`config.mk`:
```
export PLATFORM = sky130hd
export DESIGN_NAME = ps2_host_tx
export DESIGN_NICKNAME = d
export VERILOG_FILES = /design/src/rtl/ps2_host_tx.sv
export SDC_FILE = /design/constraint.sdc
export NUM_CORES = 1
export LEC_CHECK = 0
export CORE_UTILIZATION = 58
export CTS_CLUSTER_SIZE = 30
export DETAILED_ROUTE_END_ITERATION = 10
export PLACE_DENSITY = 0.85
export SLEW_MARGIN = 40
export SYNTH_ARGS = -nofsm -noshare
export SYNTH_HDL_FRONTEND = slang
export SYNTH_SLANG_ARGS = --single-unit
```
`constraint.sdc`:
```
create_clock -name clk -period 3 [get_ports clk]
set_input_delay 0.75 -clock clk [delete_from_list [all_inputs] [get_ports clk]]
set_output_delay 0.75 -clock clk [all_outputs]
set_load 0.1 [all_outputs]
```
`src/rtl/ps2_host_tx.sv`:
```
// ---------------------------------------------------------------------------
// ps2_host_tx
//
// Host-to-device PS/2 command transmitter. Sends one byte (for example 0xED
// set-LEDs or 0xFF reset) to the keyboard over the open-drain PS/2 clock and
// data lines. The scan-code receiver next to this block ignores the bus while
// tx_busy is high.
//
// A transfer runs as follows. The clock line is held low for INHIBIT_CYCLES
// with data low, which is the start bit. The clock is then released, and the
// device generates falling edges. Edges 1..10 shift out data bits 0..7,
// odd parity and stop. Edge 11 carries the device ACK (data low) or NACK.
// The block then waits for the bus to go idle. A timeout covers the whole
// phase after the clock is released.
//
// Parameters
//   INHIBIT_CYCLES  clock-inhibit length in clk cycles
//   TIMEOUT_CYCLES  max cycles from clock release to end of transfer
//
// Ports
//   clk          in   system clock
//   reset        in   asynchronous reset, active low
//   tx_start     in   one-cycle send request, honoured only in IDLE
//   tx_data      in   byte to send, latched when tx_start is accepted
//   ps2_clk_in   in   raw PS/2 clock pin level
//   ps2_data_in  in   raw PS/2 data pin level
//   ps2_clk_oe   out  1 = pull the clock pin low, 0 = release
//   ps2_data_oe  out  1 = pull the data pin low, 0 = release
//   tx_busy      out  high in every state except IDLE
//   tx_done      out  one-cycle pulse at the end of each accepted transfer
//   tx_error     out  qualifies tx_done: 1 = NACK or timeout
// ---------------------------------------------------------------------------
module ps2_host_tx #(
  parameter int INHIBIT_CYCLES = 5000,
  parameter int TIMEOUT_CYCLES = 750000
) (
  input  logic       clk,
  input  logic       reset,
  input  logic       tx_start,
  input  logic [7:0] tx_data,
  input  logic       ps2_clk_in,
  input  logic       ps2_data_in,
  output logic       ps2_clk_oe,
  output logic       ps2_data_oe,
  output logic       tx_busy,
  output logic       tx_done,
  output logic       tx_error
);

  // The inhibit counter only counts 0..INHIBIT_CYCLES-1.
  localparam int INH_W = (INHIBIT_CYCLES > 1) ? $clog2(INHIBIT_CYCLES) : 1;
  localparam int TMO_W = (TIMEOUT_CYCLES > 0) ? $clog2(TIMEOUT_CYCLES + 1) : 1;

  localparam logic [INH_W-1:0] INH_LAST  = INH_W'(INHIBIT_CYCLES - 1);
  localparam logic [TMO_W-1:0] TMO_LIMIT = TMO_W'(TIMEOUT_CYCLES);

  typedef enum logic [2:0] {
    IDLE,
    INHIBIT,
    SEND,
    ACK,
    WAIT_IDLE
  } state_t;

  state_t             state;
  logic [9:0]         frame;
  logic [INH_W-1:0]   inh_cnt;
  logic [TMO_W-1:0]   tmo_cnt;
  logic [3:0]         edge_cnt;
  logic               result_err;

  logic               ps2_clk_p0;
  logic               ps2_clk_p1;
  logic               ps2_clk_p2;
  logic               ps2_data_p0;
  logic               ps2_data_p1;
  logic               fall;

  // Odd parity: the nine bits data+parity always contain an odd number of ones.
  function automatic logic odd_parity(input logic [7:0] d);
    return ~^d;
  endfunction

  // Timeout counter increment that sticks at all-ones instead of wrapping.
  function automatic logic [TMO_W-1:0] sat_inc(input logic [TMO_W-1:0] v);
    if (&v) begin
      return v;
    end
    return v + 1'b1;
  endfunction

  // Stage p0/p1: two-flop synchronisers for both pins. Stage p2: one extra
  // clock flop used for falling-edge detection. The flops reset to 1 because
  // an idle PS/2 bus sits high; this avoids a false edge after reset.
  always_ff @(posedge clk or negedge reset) begin
    if (!reset) begin
      ps2_clk_p0  <= 1'b1;
      ps2_clk_p1  <= 1'b1;
      ps2_clk_p2  <= 1'b1;
      ps2_data_p0 <= 1'b1;
      ps2_data_p1 <= 1'b1;
    end else begin
      ps2_clk_p0  <= ps2_clk_in;
      ps2_clk_p1  <= ps2_clk_p0;
      ps2_clk_p2  <= ps2_clk_p1;
      ps2_data_p0 <= ps2_data_in;
      ps2_data_p1 <= ps2_data_p0;
    end
  end

  assign fall = ps2_clk_p2 & ~ps2_clk_p1;

  // Transfer FSM. All outputs are registered.
  always_ff @(posedge clk or negedge reset) begin
    if (!reset) begin
      state       <= IDLE;
      frame       <= '0;
      inh_cnt     <= '0;
      tmo_cnt     <= '0;
      edge_cnt    <= '0;
      result_err  <= 1'b0;
      ps2_clk_oe  <= 1'b0;
      ps2_data_oe <= 1'b0;
      tx_busy     <= 1'b0;
      tx_done     <= 1'b0;
      tx_error    <= 1'b0;
    end else begin
      tx_done  <= 1'b0;
      tx_error <= 1'b0;

      case (state)
        IDLE: begin
          ps2_clk_oe  <= 1'b0;
          ps2_data_oe <= 1'b0;
          tx_busy     <= 1'b0;
          // The done cycle is already IDLE, so a request in that cycle is
          // held off. A new transfer can start one cycle after tx_done.
          if (tx_start && !tx_done) begin
            frame       <= {1'b1, odd_parity(tx_data), tx_data};
            inh_cnt     <= '0;
            tmo_cnt     <= '0;
            edge_cnt    <= '0;
            result_err  <= 1'b0;
            ps2_clk_oe  <= 1'b1;
            ps2_data_oe <= 1'b1;
            tx_busy     <= 1'b1;
            state       <= INHIBIT;
          end
        end

        INHIBIT: begin
          if (inh_cnt == INH_LAST) begin
            // Release the clock. Data stays low, which presents the start bit.
            ps2_clk_oe <= 1'b0;
            tmo_cnt    <= '0;
            state      <= SEND;
          end else begin
            inh_cnt <= inh_cnt + 1'b1;
          end
        end

        SEND, ACK, WAIT_IDLE: begin
          if (tmo_cnt == TMO_LIMIT) begin
            ps2_clk_oe  <= 1'b0;
            ps2_data_oe <= 1'b0;
            tx_busy     <= 1'b0;
            tx_done     <= 1'b1;
            tx_error    <= 1'b1;
            state       <= IDLE;
          end else begin
            tmo_cnt <= sat_inc(tmo_cnt);
            if (state == SEND) begin
              if (fall) begin
                // Open drain: drive low for a 0 bit, release for a 1 bit.
                // Edge 10 presents the stop bit, which releases the line.
                ps2_data_oe <= ~frame[0];
                frame       <= {1'b0, frame[9:1]};
                edge_cnt    <= edge_cnt + 4'd1;
                if (edge_cnt == 4'd9) begin
                  state <= ACK;
                end
              end
            end else if (state == ACK) begin
              if (fall) begin
                edge_cnt   <= edge_cnt + 4'd1;
                result_err <= ps2_data_p1;
                state      <= WAIT_IDLE;
              end
            end else begin
              if (ps2_clk_p1 && ps2_data_p1) begin
                ps2_clk_oe  <= 1'b0;
                ps2_data_oe <= 1'b0;
                tx_busy     <= 1'b0;
                tx_done     <= 1'b1;
                tx_error    <= result_err;
                state       <= IDLE;
              end
            end
          end
        end

        default: begin
          ps2_clk_oe  <= 1'b0;
          ps2_data_oe <= 1'b0;
          tx_busy     <= 1'b0;
          state       <= IDLE;
        end
      endcase
    end
  end

endmodule

```
* Word level (Yosys, flattened, before mapping)
Index checks and enable logic that the tools add are counted.
** Storage, ports and cells
- Bits in registers :: 61
- Input port bits :: 13
- Output and inout bits :: 5
- Word-level logic and storage cells :: 128
** Cells by class
- Add/subtract/negate cells :: 3
- Equality and inequality tests :: 26
- Mux-type cells :: 60
- Bitwise gates (word level) :: 4
- Reduce and logical (&&, ||, !) cells :: 19
** Operator list (count)
- 20-bit 2-to-1 mux :: 4
- 20-bit one-hot mux with 3 select lines :: 1
- 10-bit 2-to-1 mux :: 4
- 1-bit 2-to-1 mux :: 27
- 3-bit 2-to-1 mux :: 9
- 13-bit 2-to-1 mux :: 2
- 13-bit one-hot mux with 2 select lines :: 1
- 20-bit by 1-bit adder with 20-bit output (second input constant) :: 1
- 20-bit equality test (second input constant) :: 1
- 4-bit 2-to-1 mux :: 5
- 4-bit != test (second input constant) :: 5
- 10-bit one-hot mux with 2 select lines :: 1
- 20-bit AND reduction :: 1
- 2-bit != test (second input constant) :: 8
- 4-bit AND reduction :: 4
- 3-bit != test (second input constant) :: 5
- 13-bit by 1-bit adder with 13-bit output (second input constant) :: 1
- 13-bit equality test (second input constant) :: 1
- 6-bit AND reduction :: 2
- 5-bit AND reduction :: 2
- 1-bit one-hot mux with 3 select lines :: 3
- 3-bit one-hot mux with 3 select lines :: 1
- 4-bit one-hot mux with 2 select lines :: 1
- 8-bit XNOR reduction :: 1
- other kinds (16) :: 21

* Depth between registers and ports, before layout
Gate-level depths: netlist (run 1).
- Depth in word-level cells :: 7
- Gate-level depth with buffers :: 8
- Depth with buffers taken out :: 8

* Least setup slack after synthesis (run 1)
No wires, ideal clock.
- Path kind :: flip-flop to flip-flop
- Start :: register tx_done
- End :: register frame[0]
- Setup time :: 141 ps
- Arrival :: 2187 ps
- Required time :: 2859 ps
- Slack :: 673 ps
- Cell stages (with the launch flop) :: 7
- Path buffers :: 1
- Period minus slack after synthesis :: 2327 ps
- Path through :: dfrtp_1 > nand2b_1 > nor4_1 > a41oi_1 > o21ai_1 > clkbuf_1 > a31oi_1
** Between the ends
- Longest elaborated chain between the ends :: 4
** Ends and longest elaborated chain
- start: declaration :: line 46 : output logic tx_done,
- start signal: assignment :: line 125 : tx_done <= 1'b0;
- start signal: assignment :: line 128 : tx_done <= 1'b0;
- start signal: assignment :: line 167 : tx_done <= 1'b1;
- 1-bit zero test :: line 138 : if (tx_start && !tx_done) begin
- 1-bit logical AND :: line 138
- 2-bit != test (no source line)
- 5-bit AND reduction (no source line)
- end signal: assignment :: line 139 : frame <= {1'b1, odd_parity(tx_data), tx_data};
- end signal: assignment :: line 177 : frame <= {1'b0, frame[9:1]};
- end: declaration :: line 66 : logic [9:0] frame;
No other way between the ends.
A chain may end at the register's enable or synchronous reset.

* Worst setup path after layout (run 1)
- Start :: register inh_cnt[4]
- End :: register tmo_cnt[5]
** Between the ends
- Longest elaborated chain between the ends :: 3
** Ends and longest elaborated chain
- start: declaration :: line 67 : logic [INH_W-1:0] inh_cnt;
- start signal: assignment :: line 158 : inh_cnt <= inh_cnt + 1'b1;
- 13-bit equality test :: line 152 : if (inh_cnt == INH_LAST) begin
- 2-bit != test (no source line)
- 5-bit AND reduction (no source line)
- end signal: assignment :: line 171 : tmo_cnt <= sat_inc(tmo_cnt);
- end: declaration :: line 68 : logic [TMO_W-1:0] tmo_cnt;
No other way between the ends.

==> results of run 1 <==
-- area by class of cell --
type / count / area share
clock inverter: 7 / 0.0268
timing repair buffer: 28 / 0.0641
multi-input combinational: 280 / 0.434
sequential: 61 / 0.411
tap: 70 / 0.0235
inverter: 8 / 0.00805
clock buffer: 9 / 0.0332
-- power groups by stage --
stage / Clock (W) / Combinational (W) / Sequential (W)
global route: 0.000866 / 0.000446 / 0.00104
global placement: 0 / 0.000387 / 0.00103
floorplan: 0 / 0.000205 / 0.00111
CTS: 0.000832 / 0.000407 / 0.00103
detailed placement: 0 / 0.000402 / 0.00104
finish: 0.000817 / 0.000406 / 0.00103
-- sequential cells by signal, summed over array words and instances, names as in the netlist --
name,count
edge_cnt,4
frame,10
inh_cnt,13
ps2_clk_oe,1
ps2_clk_p0,1
ps2_clk_p1,1
ps2_clk_p2,1
ps2_data_oe,1
ps2_data_p0,1
ps2_data_p1,1
result_err,1
state,3
tmo_cnt,20
tx_busy,1
tx_done,1
tx_error,1
-- cell usage in the layout (no fill, tap or decap), types with 2 or more instances in the layout --
cell type,count
nand2_1,48
nor3_1,3
a31oi_1,13
clkinvlp_4,3
clkdlybuf4s50_1,11
o31ai_1,8
a221o_1,2
o211ai_1,6
ha_1,5
bufinv_16,2
nand3_1,22
nand4_1,13
clkbuf_8,9
xnor2_1,8
clkinv_4,2
inv_1,7
nor2b_1,3
nor2_1,54
a21oi_1,10
buf_4,15
and2_1,3
nand2b_1,5
o21ai_0,26
o21ai_1,2
or3_1,3
and3_1,3
dfrtp_1,56
nor4_1,3
a41oi_1,3
xor2_1,10
mux2_2,3
dfstp_2,5
-- worst max path at each step --
stage,start,endpoint,slack (ps),cells past startpoint
2_1_floorplan,tx_done,frame[0],670,6
6_report,inh_cnt[4],tmo_cnt[5],680,7
5_1_grt,tmo_cnt[0],tmo_cnt[15],390,7
3_5_place_dp,tx_start,inh_cnt[0],540,6
3_3_place_gp,tx_start,inh_cnt[0],600,6
4_1_cts,inh_cnt[4],tmo_cnt[5],680,7
-- stage by stage --
step                      cell area [um2]  power (W)
after floorplan                      3230    0.00131
after global placement               3500    0.00142
after detailed placement             3500    0.00144
after CTS                            3730    0.00227
after global routing                 3730    0.00236
final                                3730    0.00225
-- worst max-delay path, stage by stage, from the launching register on --
cell      delay, ps
dfrtp_1         460
or4b_4          570
nor4_4          280
buf_4           170
a221o_2         190
nand2_1         200
o211ai_1        190
o31ai_1         110
-- cell families after synthesis --
| family | after synthesis |
|---|---|
| xor+xnor | 18 |
| compound gates | 82 |
| flops | 61 |
| buf+inv | 22 |
| fa+ha+maj | 5 |
| mux | 4 |
| simple gates | 171 |
-- layer usage --
metal	wire length (um)	vias to the layer above	global-route usage
met5	0	-	0
met4	101	0	0.0942
met3	465	11	0.0774
met2	3300	97	0.410
met1	3240	1328	0.363
li1	-	1345	-
-- synth_stat cells (all sizes together) (2+ instances only) --
| cell | count |
|---|---|
| ha | 5 |
| a21oi | 10 |
| or3 | 3 |
| buf | 2 |
| mux2 | 3 |
| dfrtp | 56 |
| and2 | 3 |
| a41oi | 3 |
| nand2 | 48 |
| o211ai | 6 |
| inv | 7 |
| a221o | 3 |
| xnor2 | 8 |
| nor2 | 55 |
| o21ai | 29 |
| nor3 | 3 |
| o31ai | 8 |
| nor2b | 3 |
| nand4 | 13 |
| xor2 | 10 |
| nor4 | 5 |
| nand2b | 5 |
| dfstp | 5 |
| nand3 | 23 |
| a31oi | 13 |
| and3 | 3 |
| clkbuf | 12 |
==> out/summary.txt, run 1 <==
run status - complete, no violations
Fin. Hold Viols - 0
largest family of logic cells by synthesized area - simple AND/OR/NAND/NOR gates
Startpoint Class - flip-flop
NumNets Final - 406
post-synthesis compound-gate area fraction - 0.163
adder-cell area share of the yosys netlist - 0.0193
fin worst setup slack - 675 ps
first-pass GRT wire length - 12200 um
synthesized area - 3230 um2
share of the synthesized area in the top cell type - 0.433
worst slack, placed - 543 ps
overall die area - 5880 um2
DRC errors left - 0
total number of vias - 2781
FF+latch area - 1530 um2
Tcrit/Tclk final - 0.775
vias in the first global route - 2600
Worst Hold Class - reg -> reg
Placed Cells - 447
final setup TNS - 0 ps
Die X - 76.7 um
Period minus WS final - 2320 ps
hold buffers post-CTS - 0
Final Core Density - 0.712
Cells on Worst Hold Path - 0
non-filler cells, final - 463
P&R area growth vs syn - 15.4%
antenna viol nets, final - 0
RSZ-0062 raised after global routing - no
worst r2r src - inh_cnt[4]
Slew @ Worst Pin - 580 ps
die span in y - 76.7 um
reg2reg path depth - 7
fmax - 430 MHz
I/O pin total - 18
Multi-input gate area - 1620 um2
Clock Tree Root - clkbuf_8
Pleak - 1.56 nW
post-synthesis simple-gate area fraction - 0.255
combinational share of power - 0.180
Reg power frac - 0.457
switching pwr - 0.000709 W
number of gates resized after cts - 0
GR Overflow Total - 0
Slew headroom - 0.613
ANT cells - 0
worst-case clock buffer depth - 2
total CTS buffers - 9
largest net degree at the start of global routing - 62
Setup crit end kind - flip-flop
Core Footprint - 5240 um2
H-tree depth - 3
Crit Path Class - reg -> reg
library cells used by synthesis - 52
CP Data Arrival Time - 2540 ps
Net Count, Synth - 381
FFs w/ async S/R, synth - 1.00
Worst-path clk slew - 70 ps
dominant cell type by area after synthesis - dfrtp_1
R2R Path End - tmo_cnt[5]
number of DRC markers in iteration 0 - 337
post-synthesis mux area share - 0.0135
Worst-Skew Late Latency - 350 ps
# Post-CTS Setup Buffers - 0
Fin Clk Skew - 11.4 ps
Post-Route WL - 7110 um
Syn Inst Count - 363
main flop type after synthesis - dfrtp_1
DR pass1 iterations - 7
initial antenna violation count - 0
XOR/XNOR Fraction of Synth Area - 0.0488
hold_sp - ps2_data_p0
RePlAce Congestion - 0.920
Internal - 0.00155 W
GRT Util Overall - 0.268
Worst EP required - 3220 ps
number of enable flip-flop cells after synthesis - 0
VDD IR max - 0.655 mV
Initial Utilization - 0.617
Final Setup Violations - 0
final hold slack - 360 ps
port bufs - 17
CP max FO - 9
CTS tree - done
number of vias per cell - 6.01
Reg2Reg Setup Slack - 680 ps
site row count - 26
Syn. warnings - 0
# fillers - 377
sequential area share after synthesis - 0.474
layout cells sized above 1 - 0.125
Pwr Density - 604 nW/um2
hpwl dp - 4850 um
Hold Path Sink - ps2_data_p1
Final Max Slew Viols - 0
routed length per instance - 15.4 um
Max Cap Viol - 0
clock power share - 0.363
Yosys reg bits - 61
switch share - 0.314
top cells by area, synth - dfrtp_1, nor2_1, nand2_1
synthesized area per cell - 8.91 um2
clk sinks - 61
Power figures use the tool's default switching activity.
==> run 2: changes to the inputs <==
--- a/config.mk
+++ b/config.mk
@@ -5,10 +5,10 @@
 export SDC_FILE = /design/constraint.sdc
 export NUM_CORES = 1
 export LEC_CHECK = 0
-export CORE_UTILIZATION = 58
+export CORE_UTILIZATION = 54
 export CTS_CLUSTER_SIZE = 30
 export DETAILED_ROUTE_END_ITERATION = 10
-export PLACE_DENSITY = 0.85
+export PLACE_DENSITY = 0.83
 export SLEW_MARGIN = 40
 export SYNTH_ARGS = -nofsm -noshare
 export SYNTH_HDL_FRONTEND = slang
==> constraint.sdc (replaced) <==
create_clock -name clk -period 2.1 [get_ports clk]
set_input_delay 0.525 -clock clk [delete_from_list [all_inputs] [get_ports clk]]
set_output_delay 0.525 -clock clk [all_outputs]
set_load 0.1 [all_outputs]
==> run 2 against run 1 <==
Flip-flop and latch count stayed put; critical path depth down 2; register-to-register slack worse by 590 ps; cell area is 5.7% higher; via count is 6.2% higher; sequential power grew 39%; first-iteration DRC count decreased by 6.2%; critical path type unchanged; largest cell class unchanged; largest power group unchanged.
==> out/summary.txt, run 2 (same netlist as run 1, synthesis figures left out) <==
run status - complete, no violations
hpwl dp - 5110 um (+5.5%)
port bufs - 17 (unchanged)
ANT cells - 0 (unchanged)
Core Footprint - 5640 um2 (+7.7%)
vias in the first global route - 2708 (+4.2%)
Worst-Skew Late Latency - 340 ps (about the same)
fmax - 495 MHz (+15%)
CP max FO - 9 (unchanged)
Pwr Density - 819 nW/um2 (+35%)
Die X - 79.4 um (+3.5%)
Pleak - 1.68 nW (+7.7%)
number of DRC markers in iteration 0 - 316 (-6.2%)
first-pass GRT wire length - 12300 um (+0.79%)
Final Setup Violations - 0 (unchanged)
worst slack, placed - -157 ps (-700 ps)
Setup crit end kind - flip-flop
number of vias per cell - 6.07 (+0.99%)
metal2 WL - 3400 um (+2.8%)
commonest non-fill, non-tap cells in the layout - nor2_1, dfrtp_1, nand2_1
total CTS buffers - 9 (unchanged)
Startpoint Class - flip-flop
Biggest register - tmo_cnt
Slew @ Worst Pin - 553 ps (-26.6 ps)
Max Cap Viol - 0 (unchanged)
CTS tree - done
antenna viol nets, final - 0 (unchanged)
overall die area - 6300 um2 (+7.2%)
fin worst setup slack - 81.4 ps (-594 ps)
max reg flops - 20 (unchanged)
Final Max Slew Viols - 0 (unchanged)
final hold slack - 358 ps (-2.56 ps)
Fin. Hold Viols - 0 (unchanged)
H-tree depth - 3 (unchanged)
DR pass1 iterations - 5 (-2)
layout cells sized above 1 - 0.186 (+0.0609)
initial antenna violation count - 0 (unchanged)
site row count - 27 (+3.8%)
Clock Tree Root - clkbuf_8
wl on met1 - 3370 um (+4.1%)
NumNets Final - 428 (+5.4%)
Post-Route WL - 7360 um (+3.6%)
overall power - 0.00323 W (+43%)
Crit Path Class - reg -> reg
clk sinks - 61 (unchanged)
Worst EP required - 2330 ps (-890 ps)
RePlAce Congestion - 0.927 (+0.66%)
largest net degree at the start of global routing - 31 (-50%)
die span in y - 79.4 um (+3.5%)
I/O pin total - 18 (unchanged)
GR Overflow Total - 0 (unchanged)
top layer in use - met4
Worst-path clk slew - 70 ps (about the same)
worst-case clock buffer depth - 2 (unchanged)
Tcrit/Tclk final - 0.961 (+0.186)
DRC errors left - 0 (unchanged)
Initial Utilization - 0.573 (-0.0442)
Period minus WS final - 2020 ps (-306 ps)
VDD IR max - 0.667 mV (+1.9%)
total number of vias - 2954 (+6.2%)
P&R area growth vs syn - 22.0%
metal3 WL - 449 um (-3.4%)
routed length per instance - 15.1 um (-1.5%)
Worst Hold Class - reg -> reg
largest registers - tmo_cnt: 20 flops, inh_cnt: 13 flops, frame: 10 flops
CP Data Arrival Time - 2250 ps (-290 ps)
GRT Util Overall - 0.254 (-0.0136)
Fin Clk Skew - 7.87 ps (-3.53 ps)
Slew headroom - 0.631 (+0.0174)
==> run 2: changes by cell type in the layout (fill, tap and decap cells not counted), sizes merged <==
cell and delta:
buf +21, clkinvlp -2, clkbuf +1, clkinv +1, dlygate4sd3 +1
==> run 2: path summary, 6_finish.rpt <==
kind / endpoint / slack (ps) / cells after the start / startpoint
min in group asynchronous: tmo_cnt[16] / 510 / 2 / reset
max in group asynchronous: ps2_clk_p1 / 1000 / 3 / reset
setup / recovery: tmo_cnt[18] / 80 / 5 / inh_cnt[6]
hold reg to reg: ps2_clk_p1 / 360 / 0 / ps2_clk_p0
hold / removal: ps2_clk_p1 / 360 / 0 / ps2_clk_p0
setup reg to reg: tmo_cnt[18] / 80 / 5 / inh_cnt[6]
==> run 2: cell type report <==
class	instances	area [um2]
inverter	8	33.8
clock inverter	6	87.6
fill	411	1700
tap	72	90.1
sequential	61	1540
timing repair buffer	50	415
multi-input combinational	280	1660
clock buffer	10	128
==> run 2: power by group <==
| part | internal, W | switching [W] | total (W) |
|---|---|---|---|
| logic | 0.000253 | 0.000402 | 0.000655 |
| registers | 0.00133 | 0.000102 | 0.00143 |
| clock network | 0.000668 | 0.000473 | 0.00114 |
==> run 2: layer usage <==
metal,GRT usage,up-vias
met3,0.0411,15
li1,-,1394
met4,0.125,0
met2,0.373,113
met5,0,-
met1,0.365,1432
==> run 2: timing repair <==
item	CTS	global route
endpoints found under the hold margin	2	0
hold buffers	1	0
resized for setup	0	10
setup buffers	0	0
endpoints found under the setup margin	0	11
==> run 2: critical path, cell delays in order, from the launching register on <==
cell	delay [ps]
dfrtp_1	410
or3_1	400
nor4_4	320
a221o_2	290
o21ai_4	120
a221o_1	370
==> run 2: through the flow <==
stage | cell area, um2 | TNS, ps | cells | utilization
detailed placement | 3680 | -1120 | 470 | 0.652
finish | 3950 | 0 | 487 | 0.699
CTS | 3910 | 0 | 487 | 0.692
global placement | 3680 | -286 | 470 | 0.652
global route | 3950 | -1.05 | 487 | 0.699
floorplan | 3240 | 0 | 363 | -
